$ cat config.mk
export PLATFORM = sky130hd
export DESIGN_NAME = bp_me_nonsynth_lce_tr_driver
export DESIGN_NICKNAME = d
export VERILOG_FILES = /design/src/rtl/bp_me_nonsynth_lce_tr_driver.sv
export SDC_FILE = /design/constraint.sdc
export NUM_CORES = 1
export LEC_CHECK = 0
export BUFFER_PORTS_ARGS = -buffer_cell sky130_fd_sc_hd__buf_2
export CAP_MARGIN = 15
export CORE_ASPECT_RATIO = 0.9
export CORE_MARGIN = 5
export CORE_UTILIZATION = 40
export CTS_CLUSTER_DIAMETER = 100
export DETAILED_ROUTE_END_ITERATION = 10
export GPL_ROUTABILITY_DRIVEN = 0
export HOLD_SLACK_MARGIN = 0.03
export PLACE_DENSITY = 0.71
export SETUP_SLACK_MARGIN = 0.3
export SKIP_CTS_REPAIR_TIMING = 1
export SLEW_MARGIN = 20
export SYNTH_ARGS = -nofsm -noshare
export SYNTH_HDL_FRONTEND = slang
export SYNTH_SLANG_ARGS = --single-unit
$ cat constraint.sdc
create_clock -name clk_i -period 2.7 [get_ports clk_i]
set_input_delay 0.405 -clock clk_i [delete_from_list [all_inputs] [get_ports clk_i]]
set_output_delay 0.405 -clock clk_i [all_outputs]
set_load 0.005 [all_outputs]
$ cat src/rtl/bp_me_nonsynth_lce_tr_driver.sv
// Trace-replay driver: walks a trace ROM, issues load/store packets to an LCE and checks load data.
// Define BP_ME_TR_DRIVER_TIMEOUT_EN to add a response watchdog that traps to the error state.
module bp_me_nonsynth_lce_tr_driver #(
    parameter int unsigned paddr_width_p    = 40,
    parameter int unsigned dword_width_p    = 64,
    parameter int unsigned rom_addr_width_p = 10,
    parameter int unsigned timeout_cycles_p = 4096,
    localparam int unsigned EntryWidth      = 5 + paddr_width_p + dword_width_p
) (
    input  logic                        clk_i,
    input  logic                        reset_n_i,
    input  logic                        en_i,
    output logic [rom_addr_width_p-1:0] rom_addr_o,
    input  logic [EntryWidth-1:0]       rom_data_i,
    output logic [EntryWidth-1:0]       tr_pkt_o,
    output logic                        tr_pkt_v_o,
    input  logic                        tr_pkt_yumi_i,
    input  logic [EntryWidth-1:0]       tr_resp_i,
    input  logic                        tr_resp_v_i,
    output logic                        tr_resp_ready_o,
    output logic                        done_o,
    output logic                        error_o,
    output logic                        mismatch_o,
    output logic [15:0]                 mismatch_count_o
);

    typedef enum logic [2:0] {
        StIdle, StFetch, StSend, StWaitResp, StDelay, StDone, StError
    } state_e;

    localparam logic [3:0] CmdLoad   = 4'd0;
    localparam logic [3:0] CmdStore  = 4'd1;
    localparam logic [3:0] CmdWait   = 4'd2;
    localparam logic [3:0] CmdFinish = 4'd15;

    state_e                      state_q, state_d;
    logic [rom_addr_width_p-1:0] ptr_q, ptr_d;
    logic [EntryWidth-1:0]       pkt_q, pkt_d;
    logic [15:0]                 delay_q, delay_d;
    logic                        mismatch_q, mismatch_d;
    logic [15:0]                 mcount_q, mcount_d;

    logic [3:0] rom_cmd;
    logic [3:0] pkt_cmd;
    logic       ptr_last;
    logic       timeout_hit;

    assign rom_cmd  = rom_data_i[EntryWidth-1 -: 4];
    assign pkt_cmd  = pkt_q[EntryWidth-1 -: 4];
    assign ptr_last = &ptr_q;

`ifdef BP_ME_TR_DRIVER_TIMEOUT_EN
    localparam int unsigned ToWidth = $clog2(timeout_cycles_p + 1);

    logic [ToWidth-1:0] to_q, to_d;

    // Counter is cumulative over SEND and WAIT_RESP; it only clears when SEND is entered.
    always_comb begin
        to_d = to_q;
        if (state_q == StFetch) begin
            to_d = '0;
        end else if (state_q == StSend || state_q == StWaitResp) begin
            to_d = to_q + 1'b1;
        end
    end

    assign timeout_hit = (to_q == ToWidth'(timeout_cycles_p - 1));

    always_ff @(posedge clk_i or negedge reset_n_i) begin
        if (!reset_n_i) begin
            to_q <= '0;
        end else begin
            to_q <= to_d;
        end
    end
`else
    logic unused_timeout;
    assign unused_timeout = |timeout_cycles_p;
    assign timeout_hit    = 1'b0;
`endif

    logic unused_resp;
    assign unused_resp = ^tr_resp_i[EntryWidth-1:dword_width_p];

    always_ff @(posedge clk_i or negedge reset_n_i) begin
        if (!reset_n_i) begin
            state_q    <= StIdle;
            ptr_q      <= '0;
            pkt_q      <= '0;
            delay_q    <= '0;
            mismatch_q <= 1'b0;
            mcount_q   <= '0;
        end else begin
            state_q    <= state_d;
            ptr_q      <= ptr_d;
            pkt_q      <= pkt_d;
            delay_q    <= delay_d;
            mismatch_q <= mismatch_d;
            mcount_q   <= mcount_d;
        end
    end

    always_comb begin
        state_d    = state_q;
        ptr_d      = ptr_q;
        pkt_d      = pkt_q;
        delay_d    = delay_q;
        mismatch_d = mismatch_q;
        mcount_d   = mcount_q;
        case (state_q)
            StIdle: begin
                ptr_d = '0;
                if (en_i) begin
                    state_d = StFetch;
                end
            end
            StFetch: begin
                case (rom_cmd)
                    CmdLoad, CmdStore: begin
                        pkt_d   = rom_data_i;
                        state_d = StSend;
                    end
                    CmdWait: begin
                        delay_d = rom_data_i[15:0];
                        state_d = StDelay;
                    end
                    CmdFinish: state_d = StDone;
                    default:   state_d = StError;
                endcase
            end
            StSend: begin
                // A handshake in the same cycle as the timeout wins.
                if (tr_pkt_yumi_i) begin
                    state_d = StWaitResp;
                end else if (timeout_hit) begin
                    state_d = StError;
                end
            end
            StWaitResp: begin
                if (tr_resp_v_i) begin
                    if (pkt_cmd == CmdLoad
                        && tr_resp_i[dword_width_p-1:0] != pkt_q[dword_width_p-1:0]) begin
                        mismatch_d = 1'b1;
                        if (mcount_q != 16'hFFFF) begin
                            mcount_d = mcount_q + 16'd1;
                        end
                    end
                    if (ptr_last) begin
                        state_d = StError;
                    end else begin
                        ptr_d   = ptr_q + 1'b1;
                        state_d = StFetch;
                    end
                end else if (timeout_hit) begin
                    state_d = StError;
                end
            end
            StDelay: begin
                if (delay_q == 16'd0) begin
                    if (ptr_last) begin
                        state_d = StError;
                    end else begin
                        ptr_d   = ptr_q + 1'b1;
                        state_d = StFetch;
                    end
                end else begin
                    delay_d = delay_q - 16'd1;
                end
            end
            StDone:  state_d = StDone;
            StError: state_d = StError;
            default: state_d = StError;
        endcase
    end

    always_comb begin
        tr_pkt_v_o      = (state_q == StSend);
        tr_resp_ready_o = (state_q == StWaitResp);
        done_o          = (state_q == StDone);
        error_o         = (state_q == StError);
    end

    assign rom_addr_o       = ptr_q;
    assign tr_pkt_o         = pkt_q;
    assign mismatch_o       = mismatch_q;
    assign mismatch_count_o = mcount_q;

endmodule

==> results.ini <==
[timing]
timing.hold.ws_ns=0.207
finClkSkew_ns=0.0151
rsz0062_at_grt=true
slew_headroom_pct=62.1
setup_viol_count_final=0
finalHoldViolCount=0
fin_tns_setup_ns=0
max_freq_mhz=426
final.min_clock_period_ns=2.35
slew_violations=0
finalCritPeriodShare_pct=86.9
tightest_slew_ns=0.563

[clocking]
htreeDepth=4
cts-buffers-inserted=17
cts_root_buf=clkbuf_16
clk_pin_slew_ns=0.07
cts_tree=built
cts_buffer_depth=2
clock_sinks=155
clock_latency_ns=0.42

[grt]
overflow=0
grt_max_degree=58
antenna_found_initial=7
grt_pass1_vias=6462
grt_use_total_pct=21.1
grt_pass1_wl_um=35300

[die]
pin_count=363
coreArea_um2=18200
die_w_um=153
dieArea_um2=21200
start_util_pct=40.4
die_h_um=139
rows=47

[placement]
dpl.hpwl_um=17700
post_dp_cell_area_um2=9340
io_buffers=317

[worst_setup_path]
critPathMaxStageDelay_ns=0.43
critPathArrivalTime_ns=2.65
worstPathRequired_ns=3.00
crit_family=simple AND/OR/NAND/NOR gates
critPathMaxFanout=16
end_kind=flop
cp_cell_sequence=xor2_1 -> nor4_2 -> buf_4 -> nand4_1 -> nor4_2 -> buf_4 -> nor2_1 -> mux2_1
cp-start-kind=flop
slowest_stage=dfrtp_1
path_buf_inv=2
critPathKind=flop to flop

[pwr]
clockPowerShare_pct=23.1
internal_power_w=0.00646
ir_drop_v=0.000570
seq_power_share_pct=41.2
pwr-share-comb_pct=35.8
p_sw_w=0.00358
leakagePower_nw=5.23
power.density_nw_per_um2=1010
p_sw_share_pct=35.7

[drt]
wl_per_cell_um=18.5
first_pass_iters=4
route.detailed.drc=0
wl_um=22500
drt-initial-drc-count=191
ant_nets=0
vias=6151
vias_per_cell=5.06

[outcome]
status=complete, no violations

[synthesis]
ys_ff_latch=155
syn-mean-instance-area_um2=11.9
synth_nets=847
synth-edff-count=0
synth_top_flop_cell=dfrtp_1
syn-cell-area_um2=7370
async_flop_share_pct=100
yosys_warnings=0
seq_area_frac_synth_pct=52.6
synth.distinct_cells=51
syn_inst=620

[finish]
final_cell_mix=buf_2, dfrtp_1, mux2_2
postLayoutCellArea_um2=9980
area_delta_synth_final_pct=35.4
utilization_pct=54.8
final_nets=1182
layout_commonest_cell=buf_2
drive_above_1_share_pct=50.3

[min_path]
hp-class=primary input to flop

[run]
cap_violations=0

==> cells in the mapped netlist (all sizes together), types with 3 or more instances <==
library cell / count / share of area (%)
inv: 6 / 0.31
nor3b: 5 / 0.51
nor3: 18 / 1.4
o2bb2ai: 3 / 0.36
dfrtp: 155 / 53
and3: 7 / 0.59
or4: 3 / 0.36
nand2: 24 / 1.3
o21ai: 36 / 2.5
nor2: 36 / 1.8
a22oi: 8 / 0.81
ha: 4 / 0.68
buf: 16 / 1.2
clkbuf: 8 / 0.41
xor2: 79 / 9.4
nand2b: 3 / 0.25
and2: 3 / 0.25
a21oi: 18 / 1.2
nor2b: 4 / 0.34
nor4: 23 / 2.0
mux2: 108 / 16
nand3: 12 / 0.81
a31oi: 3 / 0.25
and3b: 3 / 0.36
nand4: 10 / 0.85
==> stage by stage <==
stage,total power (W),setup WS (ns),cells
floorplan,0.00604,0.629,620
global placement,0.00762,0.209,1175
detailed placement,0.00775,0.177,1175
CTS,0.0101,0.209,1206
global route,0.0108,0.265,1216
finish,0.0100,0.352,1216
==> final timing paths <==
check	cells past startpoint	slack (ns)	endpoint	startpoint
max reg2reg	8	0.35	mismatch_count_o[1]	tr_pkt_o[32]
min in group asynchronous	2	0.52	tr_pkt_o[76]	reset_n_i
min	2	0.21	tr_pkt_o[86]	rom_data_i[86]
max	8	0.35	mismatch_count_o[1]	tr_pkt_o[32]
max in group asynchronous	3	1.44	tr_pkt_o[42]	reset_n_i
min reg2reg	1	0.48	mismatch_o	mismatch_o
==> power groups by stage <==
| stage | registers, W | logic (W) | clock network [W] |
|---|---|---|---|
| finish | 0.00413 | 0.00359 | 0.00232 |
| global route | 0.00429 | 0.00399 | 0.00250 |
| CTS | 0.00414 | 0.00359 | 0.00239 |
| detailed placement | 0.00418 | 0.00358 | 0 |
| global placement | 0.00413 | 0.00349 | 0 |
| floorplan | 0.00403 | 0.00201 | 0 |
==> cells by family after synthesis <==
logic type	Yosys count	share of synthesized area, %
mux	109	16.6
xor+xnor	81	9.62
buf+inv	30	1.88
compound gates	83	6.94
fa+ha+maj	4	0.679
flops	155	52.6
simple gates	158	11.6
==> layout make-up <==
cell class	count	area, um^2
repair buffers	340	1830
well taps	245	307
flip-flops and latches	155	3880
clock buffers	17	425
multi-input cells	435	3370
inverters	6	22.5
clock inverters	14	135
fillers	1642	8250
diodes	4	10.0
==> flip-flops by register name (all words and copies together) (netlist names) <==
signal,cells
delay_q,16
rom_addr_o,10
tr_pkt_o,109
state_q,3
mismatch_count_o,16
mismatch_o,1
==> layer usage <==
metal,global-route usage (%),share of wire (%),vias up
met4,6.61,1.9,6
met5,0,0.18,-
met2,35.2,50,225
li1,-,-,2922
met3,7.68,8.3,34
met1,25.5,39,2964
Power figures use the tool's default switching activity.
